<file path="src/rtl/instr_fetch_unit_if.sv">
// Fetch-side bus bundle: PC loop, redirect strobes, instruction memory and decode handshakes.
// Signal names match the existing core's top-level nets.
interface instr_fetch_unit_if;
    logic [31:0] IF_PC_IN;
    logic [31:0] IF_PC_NEXT;
    logic        IF_STALL;
    logic        IF_BR_TAKEN;
    logic [31:0] IF_BR_TARGET;
    logic        IF_JUMP;
    logic [31:0] IF_JUMP_TARGET;
    logic        IMEM_REQ;
    logic [31:0] IMEM_ADDR;
    logic        IMEM_ACK;
    logic [31:0] IMEM_RDATA;
    logic        IF_VALID;
    logic        IF_READY;
    logic [31:0] IF_INSTR;
    logic [31:0] IF_INSTR_PC;
    logic        IF_MISALIGN;

    modport master (
        input  IF_PC_IN, IF_STALL, IF_BR_TAKEN, IF_BR_TARGET, IF_JUMP, IF_JUMP_TARGET,
               IMEM_ACK, IMEM_RDATA, IF_READY,
        output IF_PC_NEXT, IMEM_REQ, IMEM_ADDR, IF_VALID, IF_INSTR, IF_INSTR_PC, IF_MISALIGN
    );

    modport slave (
        output IF_PC_IN, IF_STALL, IF_BR_TAKEN, IF_BR_TARGET, IF_JUMP, IF_JUMP_TARGET,
               IMEM_ACK, IMEM_RDATA, IF_READY,
        input  IF_PC_NEXT, IMEM_REQ, IMEM_ADDR, IF_VALID, IF_INSTR, IF_INSTR_PC, IF_MISALIGN
    );
endinterface

</file>
<file path="src/rtl/instr_fetch_unit.sv">
// Instruction fetch sequencer: next-PC generation, imem req/ack, decode valid/ready, redirects.
// Optional IF_ALIGN_CHECK_EN: misaligned redirect targets trap into a sticky error state.
module instr_fetch_unit #(
    parameter logic [31:0] RESET_PC = 32'h0000_0000
) (
    input logic                PC_CLK,
    input logic                PC_RST,
    instr_fetch_unit_if.master bus
);

    typedef enum logic [1:0] {StIdle, StReq, StHold, StErr} state_e;

    state_e      state_q, state_d;
    logic        pend_q, pend_d;
    logic [31:0] pend_pc_q, pend_pc_d;
    logic        valid_q, valid_d;
    logic [31:0] instr_q, instr_d;
    logic [31:0] instr_pc_q, instr_pc_d;
    logic        misalign_q, misalign_d;

    logic        redir;
    logic [31:0] target_raw;
    logic [31:0] target;
    logic        misalign_hit;
    logic [31:0] pc_next;

    assign redir      = bus.IF_BR_TAKEN | bus.IF_JUMP;
    assign target_raw = bus.IF_BR_TAKEN ? bus.IF_BR_TARGET : bus.IF_JUMP_TARGET;

`ifdef IF_ALIGN_CHECK_EN
    assign target       = target_raw;
    assign misalign_hit = redir && (target_raw[1:0] != 2'b00);
`else
    assign target       = {target_raw[31:2], 2'b00};
    assign misalign_hit = 1'b0;
`endif

    always_comb begin
        state_d    = state_q;
        pend_d     = pend_q;
        pend_pc_d  = pend_pc_q;
        valid_d    = valid_q;
        instr_d    = instr_q;
        instr_pc_d = instr_pc_q;
        misalign_d = misalign_q;
        pc_next    = bus.IF_PC_IN;

        if (misalign_hit && (state_q != StErr)) begin
            misalign_d = 1'b1;
            valid_d    = 1'b0;
            pend_d     = 1'b0;
            state_d    = StErr;
        end else begin
            unique case (state_q)
                StIdle: begin
                    if (redir) pc_next = target;
                    if (!bus.IF_STALL) state_d = StReq;
                end
                StReq: begin
                    if (bus.IMEM_ACK) begin
                        if (redir) begin
                            pc_next = target;
                            pend_d  = 1'b0;
                        end else if (pend_q) begin
                            pc_next = pend_pc_q;
                            pend_d  = 1'b0;
                        end else begin
                            instr_d    = bus.IMEM_RDATA;
                            instr_pc_d = bus.IF_PC_IN;
                            valid_d    = 1'b1;
                            pc_next    = bus.IF_PC_IN + 32'd4;
                            state_d    = StHold;
                        end
                    end else if (redir) begin
                        // PC must stay on the in-flight address; apply the redirect at ACK.
                        pend_d    = 1'b1;
                        pend_pc_d = target;
                    end
                end
                StHold: begin
                    if (redir || bus.IF_READY) begin
                        valid_d = 1'b0;
                        if (redir) pc_next = target;
                        state_d = bus.IF_STALL ? StIdle : StReq;
                    end
                end
                StErr: begin
                end
                default: state_d = StIdle;
            endcase
        end
    end

    always_ff @(posedge PC_CLK or negedge PC_RST) begin
        if (!PC_RST) begin
            state_q    <= StIdle;
            pend_q     <= 1'b0;
            pend_pc_q  <= 32'h0;
            valid_q    <= 1'b0;
            instr_q    <= 32'h0;
            instr_pc_q <= 32'h0;
            misalign_q <= 1'b0;
        end else begin
            state_q    <= state_d;
            pend_q     <= pend_d;
            pend_pc_q  <= pend_pc_d;
            valid_q    <= valid_d;
            instr_q    <= instr_d;
            instr_pc_q <= instr_pc_d;
            misalign_q <= misalign_d;
        end
    end

    assign bus.IF_PC_NEXT  = pc_next;
    assign bus.IMEM_REQ    = (state_q == StReq);
    assign bus.IMEM_ADDR   = bus.IF_PC_IN;
    assign bus.IF_VALID    = valid_q;
    assign bus.IF_INSTR    = instr_q;
    assign bus.IF_INSTR_PC = instr_pc_q;

    // RESET_PC is realised by the external PC register; the sequencer just fetches IF_PC_IN.
`ifdef IF_ALIGN_CHECK_EN
    assign bus.IF_MISALIGN = misalign_q;
    logic unused_bits;
    assign unused_bits = ^RESET_PC;
`else
    assign bus.IF_MISALIGN = 1'b0;
    logic unused_bits;
    assign unused_bits = ^{RESET_PC, target_raw[1:0], misalign_q};
`endif

endmodule

</file>
<file path="src/flat_wrapper.sv">
// flat-port wrapper written by rule: the top's interface ports become plain ports
module instr_fetch_unit_flat 
#(
    parameter logic [31:0] RESET_PC = 32'h0000_0000
)
  (PC_CLK, PC_RST, bus_IF_PC_IN, bus_IF_STALL, bus_IF_BR_TAKEN, bus_IF_BR_TARGET, bus_IF_JUMP, bus_IF_JUMP_TARGET, bus_IMEM_ACK, bus_IMEM_RDATA, bus_IF_READY, bus_IF_PC_NEXT, bus_IMEM_REQ, bus_IMEM_ADDR, bus_IF_VALID, bus_IF_INSTR, bus_IF_INSTR_PC, bus_IF_MISALIGN);
  instr_fetch_unit_if bus_i ();
  input logic PC_CLK;
  input logic PC_RST;
  input wire logic [$bits(bus_i.IF_PC_IN)-1:0] bus_IF_PC_IN;
  input wire logic [$bits(bus_i.IF_STALL)-1:0] bus_IF_STALL;
  input wire logic [$bits(bus_i.IF_BR_TAKEN)-1:0] bus_IF_BR_TAKEN;
  input wire logic [$bits(bus_i.IF_BR_TARGET)-1:0] bus_IF_BR_TARGET;
  input wire logic [$bits(bus_i.IF_JUMP)-1:0] bus_IF_JUMP;
  input wire logic [$bits(bus_i.IF_JUMP_TARGET)-1:0] bus_IF_JUMP_TARGET;
  input wire logic [$bits(bus_i.IMEM_ACK)-1:0] bus_IMEM_ACK;
  input wire logic [$bits(bus_i.IMEM_RDATA)-1:0] bus_IMEM_RDATA;
  input wire logic [$bits(bus_i.IF_READY)-1:0] bus_IF_READY;
  output wire logic [$bits(bus_i.IF_PC_NEXT)-1:0] bus_IF_PC_NEXT;
  output wire logic [$bits(bus_i.IMEM_REQ)-1:0] bus_IMEM_REQ;
  output wire logic [$bits(bus_i.IMEM_ADDR)-1:0] bus_IMEM_ADDR;
  output wire logic [$bits(bus_i.IF_VALID)-1:0] bus_IF_VALID;
  output wire logic [$bits(bus_i.IF_INSTR)-1:0] bus_IF_INSTR;
  output wire logic [$bits(bus_i.IF_INSTR_PC)-1:0] bus_IF_INSTR_PC;
  output wire logic [$bits(bus_i.IF_MISALIGN)-1:0] bus_IF_MISALIGN;
  assign bus_i.IF_PC_IN = bus_IF_PC_IN;
  assign bus_i.IF_STALL = bus_IF_STALL;
  assign bus_i.IF_BR_TAKEN = bus_IF_BR_TAKEN;
  assign bus_i.IF_BR_TARGET = bus_IF_BR_TARGET;
  assign bus_i.IF_JUMP = bus_IF_JUMP;
  assign bus_i.IF_JUMP_TARGET = bus_IF_JUMP_TARGET;
  assign bus_i.IMEM_ACK = bus_IMEM_ACK;
  assign bus_i.IMEM_RDATA = bus_IMEM_RDATA;
  assign bus_i.IF_READY = bus_IF_READY;
  assign bus_IF_PC_NEXT = bus_i.IF_PC_NEXT;
  assign bus_IMEM_REQ = bus_i.IMEM_REQ;
  assign bus_IMEM_ADDR = bus_i.IMEM_ADDR;
  assign bus_IF_VALID = bus_i.IF_VALID;
  assign bus_IF_INSTR = bus_i.IF_INSTR;
  assign bus_IF_INSTR_PC = bus_i.IF_INSTR_PC;
  assign bus_IF_MISALIGN = bus_i.IF_MISALIGN;
  instr_fetch_unit #(.RESET_PC(RESET_PC)) u_core (.PC_CLK(PC_CLK), .PC_RST(PC_RST), .bus(bus_i));
endmodule
</file>
<file path="config.mk">
export PLATFORM = sky130hd
export DESIGN_NAME = instr_fetch_unit_flat
export DESIGN_NICKNAME = d
export VERILOG_FILES = /design/src/rtl/instr_fetch_unit_if.sv /design/src/rtl/instr_fetch_unit.sv /design/src/flat_wrapper.sv
export SDC_FILE = /design/constraint.sdc
export NUM_CORES = 1
export LEC_CHECK = 0
export CORE_MARGIN = 3
export CORE_UTILIZATION = 47
export DETAILED_ROUTE_END_ITERATION = 10
export GPL_TIMING_DRIVEN = 0
export PLACE_DENSITY_LB_ADDON = 0.2
export SYNTH_ARGS = -nofsm -noshare
export SYNTH_HDL_FRONTEND = slang
export SYNTH_SLANG_ARGS = --single-unit
</file>
<file path="constraint.sdc">
create_clock -name PC_CLK -period 6.35 [get_ports PC_CLK]
set_input_delay 1.5875 -clock PC_CLK [delete_from_list [all_inputs] [get_ports PC_CLK]]
set_output_delay 1.5875 -clock PC_CLK [all_outputs]
set_load 0.005 [all_outputs]
</file>
==> impl_metrics.json <==
{
  "drt-total-wl_um": 24980,
  "overflow": 0,
  "ys_ff_latch": 98,
  "finalPower_w": 0.003401,
  "port_buffers": 246,
  "syn_nets": 985,
  "num_antenna_cells": 0,
  "worstMarginPinSlew_ns": 0.9316,
  "antenna_found_initial": 0,
  "cts_made_buffers": 9,
  "fillers": 1113,
  "place_hpwl_um": 18490,
  "ys.flop_type": "dfrtp_1",
  "max_stage_delay_ns": 0.58,
  "cts_tree": "yes",
  "synth_cell_types": 61,
  "ys_async_sr_fraction_pct": 100.0,
  "floorplan.initialDensity_pct": 48.26,
  "num_rows": 42,
  "crit_path_end": "bus_IF_PC_NEXT[28]",
  "wl_per_cell_um": 19.38,
  "nets": 1244,
  "cp-startpoint": "bus_IF_BR_TAKEN",
  "crit_path_cell_trace": "clkdlybuf4s50_1, buf_2, nand2b_1, clkbuf_1, o22ai_1, a21oi_1, o21ai_0, a211oi_1, clkdlybuf4s50_1",
  "clockBufferDepth": 2,
  "synthTopCellsByArea": "dfrtp_1, nand2_1, mux2i_1",
  "final_hold_viol_count": 0,
  "dr.pass1.iters": 8,
  "synth.top_cell.area_share_pct": 38.07,
  "die_w_um": 123.1,
  "setup_viol": 0,
  "grt_util_met3_pct": 9.103,
  "tns_ns": 0,
  "end_kind": "primary output",
  "fmax_mhz": 160.7,
  "ioPinCount": 266,
  "ys_seq_area_share_pct": 38.07,
  "ff2ff_path_depth": 8,
  "power.density_mw_per_mm2": 358.5,
  "p_leak_nw": 4.139,
  "status": "completed",
  "maxSlewHeadroom_pct": 37.89,
  "use_met1_pct": 42.63,
  "die_h_um": 123.1,
  "final_util_pct": 71.06,
  "crit_path_start_kind": "input port",
  "clkTransAtPathRegs_ns": 0.07,
  "avgSynthCellArea_um2": 7.587,
  "crit_fanout": 10,
  "clock_tree.root_cell": "clkbuf_16",
  "via_per_inst": 5.820,
  "core_mm2": 0.01335,
  "grt_use_total_pct": 32.17,
  "cts.sinks": 98,
  "crit_path_top_delay_cell": "clkdlybuf4s50_1",
  "areaGrowthSynthToFinish_pct": 47.26,
  "grt_first_pass_wirelength_um": 37620,
  "syn_inst": 849,
  "regToRegSetupSlack_ns": 3.93,
  "finClkSkew_ns": 0.006650,
  "ir_drop_mv": 0.1957,
  "grt_busiest_layer": "met2",
  "crit_path_frequent_cell": "clkdlybuf4s50_1",
  "dieArea_mm2": 0.01515,
  "crit_required_ns": 4.76,
  "grt_pass1_vias": 7099,
  "drv_cap": 0,
  "drive_gt1_share_pct": 7.457,
  "ctsHtreeMaxLevel": 3,
  "use_met2_pct": 49.98,
  "yosysWarnings": 0,
  "path_class": "in2out",
  "rsz0062_at_grt": "false",
  "drt_iter0_drc": 861,
  "vias": 7502,
  "syn_area_mm2": 0.006441,
  "slew_viol_final": 0,
  "rr_startpoint": "u_core.pend_q",
  "yosysTopAreaCell": "dfrtp_1",
  "detail-route-antenna-nets": 0,
  "fin_crit_ns": 6.221,
  "routabilityCongestion": 0.9788,
  "reg2reg_to": "u_core.bus.IF_INSTR_PC[3]",
  "cp.arrival_ns": 4.63,
  "clock_latency_ns": 0.36,
  "synth_edf_count": 0,
  "grt_max_degree": 67,
  "min_path_type": "reg2reg",
  "drc": 0,
  "fin_crit_sh_pct": 97.98
}
cells in the mapped netlist, types with 3 or more instances:
| master | n |
|---|---|
| xor2_1 | 4 |
| nand3b_1 | 5 |
| mux2i_1 | 42 |
| nor4_1 | 13 |
| o41ai_1 | 4 |
| buf_2 | 16 |
| and2_1 | 3 |
| dfrtp_1 | 98 |
| a211oi_1 | 9 |
| o31ai_1 | 3 |
| or4_1 | 4 |
| nor3_1 | 16 |
| or2_2 | 3 |
| nand3_1 | 19 |
| clkbuf_1 | 48 |
| a21oi_1 | 73 |
| nor2_1 | 86 |
| a22oi_1 | 3 |
| inv_1 | 9 |
| o22ai_1 | 13 |
| a31oi_1 | 6 |
| nand2b_1 | 5 |
| or3_1 | 7 |
| o221ai_1 | 15 |
| nor2b_1 | 6 |
| nand4_1 | 7 |
| buf_4 | 33 |
| o21ai_0 | 30 |
| nand2_1 | 221 |
| and3_1 | 4 |
| a21o_1 | 3 |
metal layers:
| layer | vias up | part of all wire, % |
|---|---|---|
| li1 | 3435 | - |
| met1 | 3469 | 38 |
| met2 | 512 | 45 |
| met3 | 86 | 13 |
| met4 | 0 | 3.5 |
| met5 | - | 0 |
layout by cell type, fill, tap and decap left out, types with 3 or more instances in the layout:
cell,n
dfrtp_1,98
nor2_1,86
mux2i_1,42
o21ai_0,30
o22ai_1,13
nand2b_1,5
clkbuf_16,9
a211oi_1,9
nor4_1,12
nand2_1,221
nand3_1,19
a21oi_1,73
buf_4,35
or2_2,3
and2_1,3
a22oi_1,3
a31oi_1,6
buf_2,16
clkdlybuf4s50_1,243
o31ai_1,3
nor2b_1,6
nor3_1,16
o41ai_1,4
inv_1,9
nand4_1,7
o221ai_1,15
clkbuf_1,47
or3_1,7
and3_1,4
nand3b_1,5
inv_8,4
or4_1,4
xor2_1,4
a21o_1,3
state kept, by name (all words and copies together) (netlist names):
register                flops
u_core.bus.IF_INSTR        32
u_core.bus.IF_INSTR_PC     32
u_core.bus.IF_VALID         1
u_core.pend_pc_q           30
u_core.pend_q               1
u_core.state_q              2
repair_timing:
item                                    in CTS  in global routing
resized for setup                            0                  5
hold buffers                                 0                  0
endpoints found under the setup margin       0                  5
setup buffers                                0                  1
report_power, final:
| group | internal [W] | total (W) | switching (W) |
|---|---|---|---|
| sequential | 0.000936 | 0.00111 | 0.000172 |
| clock | 0.000319 | 0.000604 | 0.000285 |
| combinational | 0.000873 | 0.00169 | 0.000816 |
| total | 0.00213 | 0.00340 | 0.00127 |
per-stage QoR:
stage                     hold WS, ns  setup WS (ns)  instances  instance area (µm²)
after floorplan                0.4673          1.688        849                 6441
after global placement         0.4570        -0.1660       1271                 9124
after detailed placement       0.4617         0.1028       1272                 9149
after CTS                      0.4797        0.09235       1288                 9465
after global routing           0.4944        0.02698       1289                 9485
final                          0.4784         0.1285       1289                 9485
critical path, delay by kind of cell:
family | cells | cell delay, ns
buffers and inverters | 4 | 1.93
AO/OA/AOI/OAI | 4 | 0.79
AND/OR/NAND/NOR | 1 | 0.33
worst min path at each step:
stage / start / cells after the start / slack [ns] / to
5_1_grt: u_core.bus.IF_INSTR[28] / 2 / 0.49 / u_core.bus.IF_INSTR[28]
4_1_cts: u_core.bus.IF_INSTR_PC[6] / 2 / 0.48 / u_core.bus.IF_INSTR_PC[6]
6_report: u_core.bus.IF_INSTR_PC[20] / 2 / 0.48 / u_core.bus.IF_INSTR_PC[20]
2_1_floorplan: u_core.bus.IF_INSTR_PC[24] / 2 / 0.47 / u_core.bus.IF_INSTR_PC[24]
3_3_place_gp: u_core.bus.IF_INSTR_PC[4] / 2 / 0.46 / u_core.bus.IF_INSTR_PC[4]
3_5_place_dp: u_core.bus.IF_INSTR_PC[4] / 2 / 0.46 / u_core.bus.IF_INSTR_PC[4]
area by class of cell:
cell class	count	area (µm²)	area share [%]
clock buffer	9	225.2	2.374
tap	176	220.2	2.322
clock inverter	7	91.34	0.9629
buffer	101	533.0	5.619
sequential	98	2452	25.85
multi-input combinational	640	3426	36.12
inverter	10	37.54	0.3957
timing repair buffer	248	2500	26.36
cells by family after synthesis:
group / share of synthesized area (%)
AO/OA/AOI/OAI: 17.39
XOR/XNOR: 0.8158
adder cells (fa/ha/maj): 0.1942
buffers and inverters: 8.838
flip-flops: 38.07
multiplexers: 6.527
other: 0.05822
AND/OR/NAND/NOR: 28.11
No activity file was read; power rests on OpenSTA's default activity.
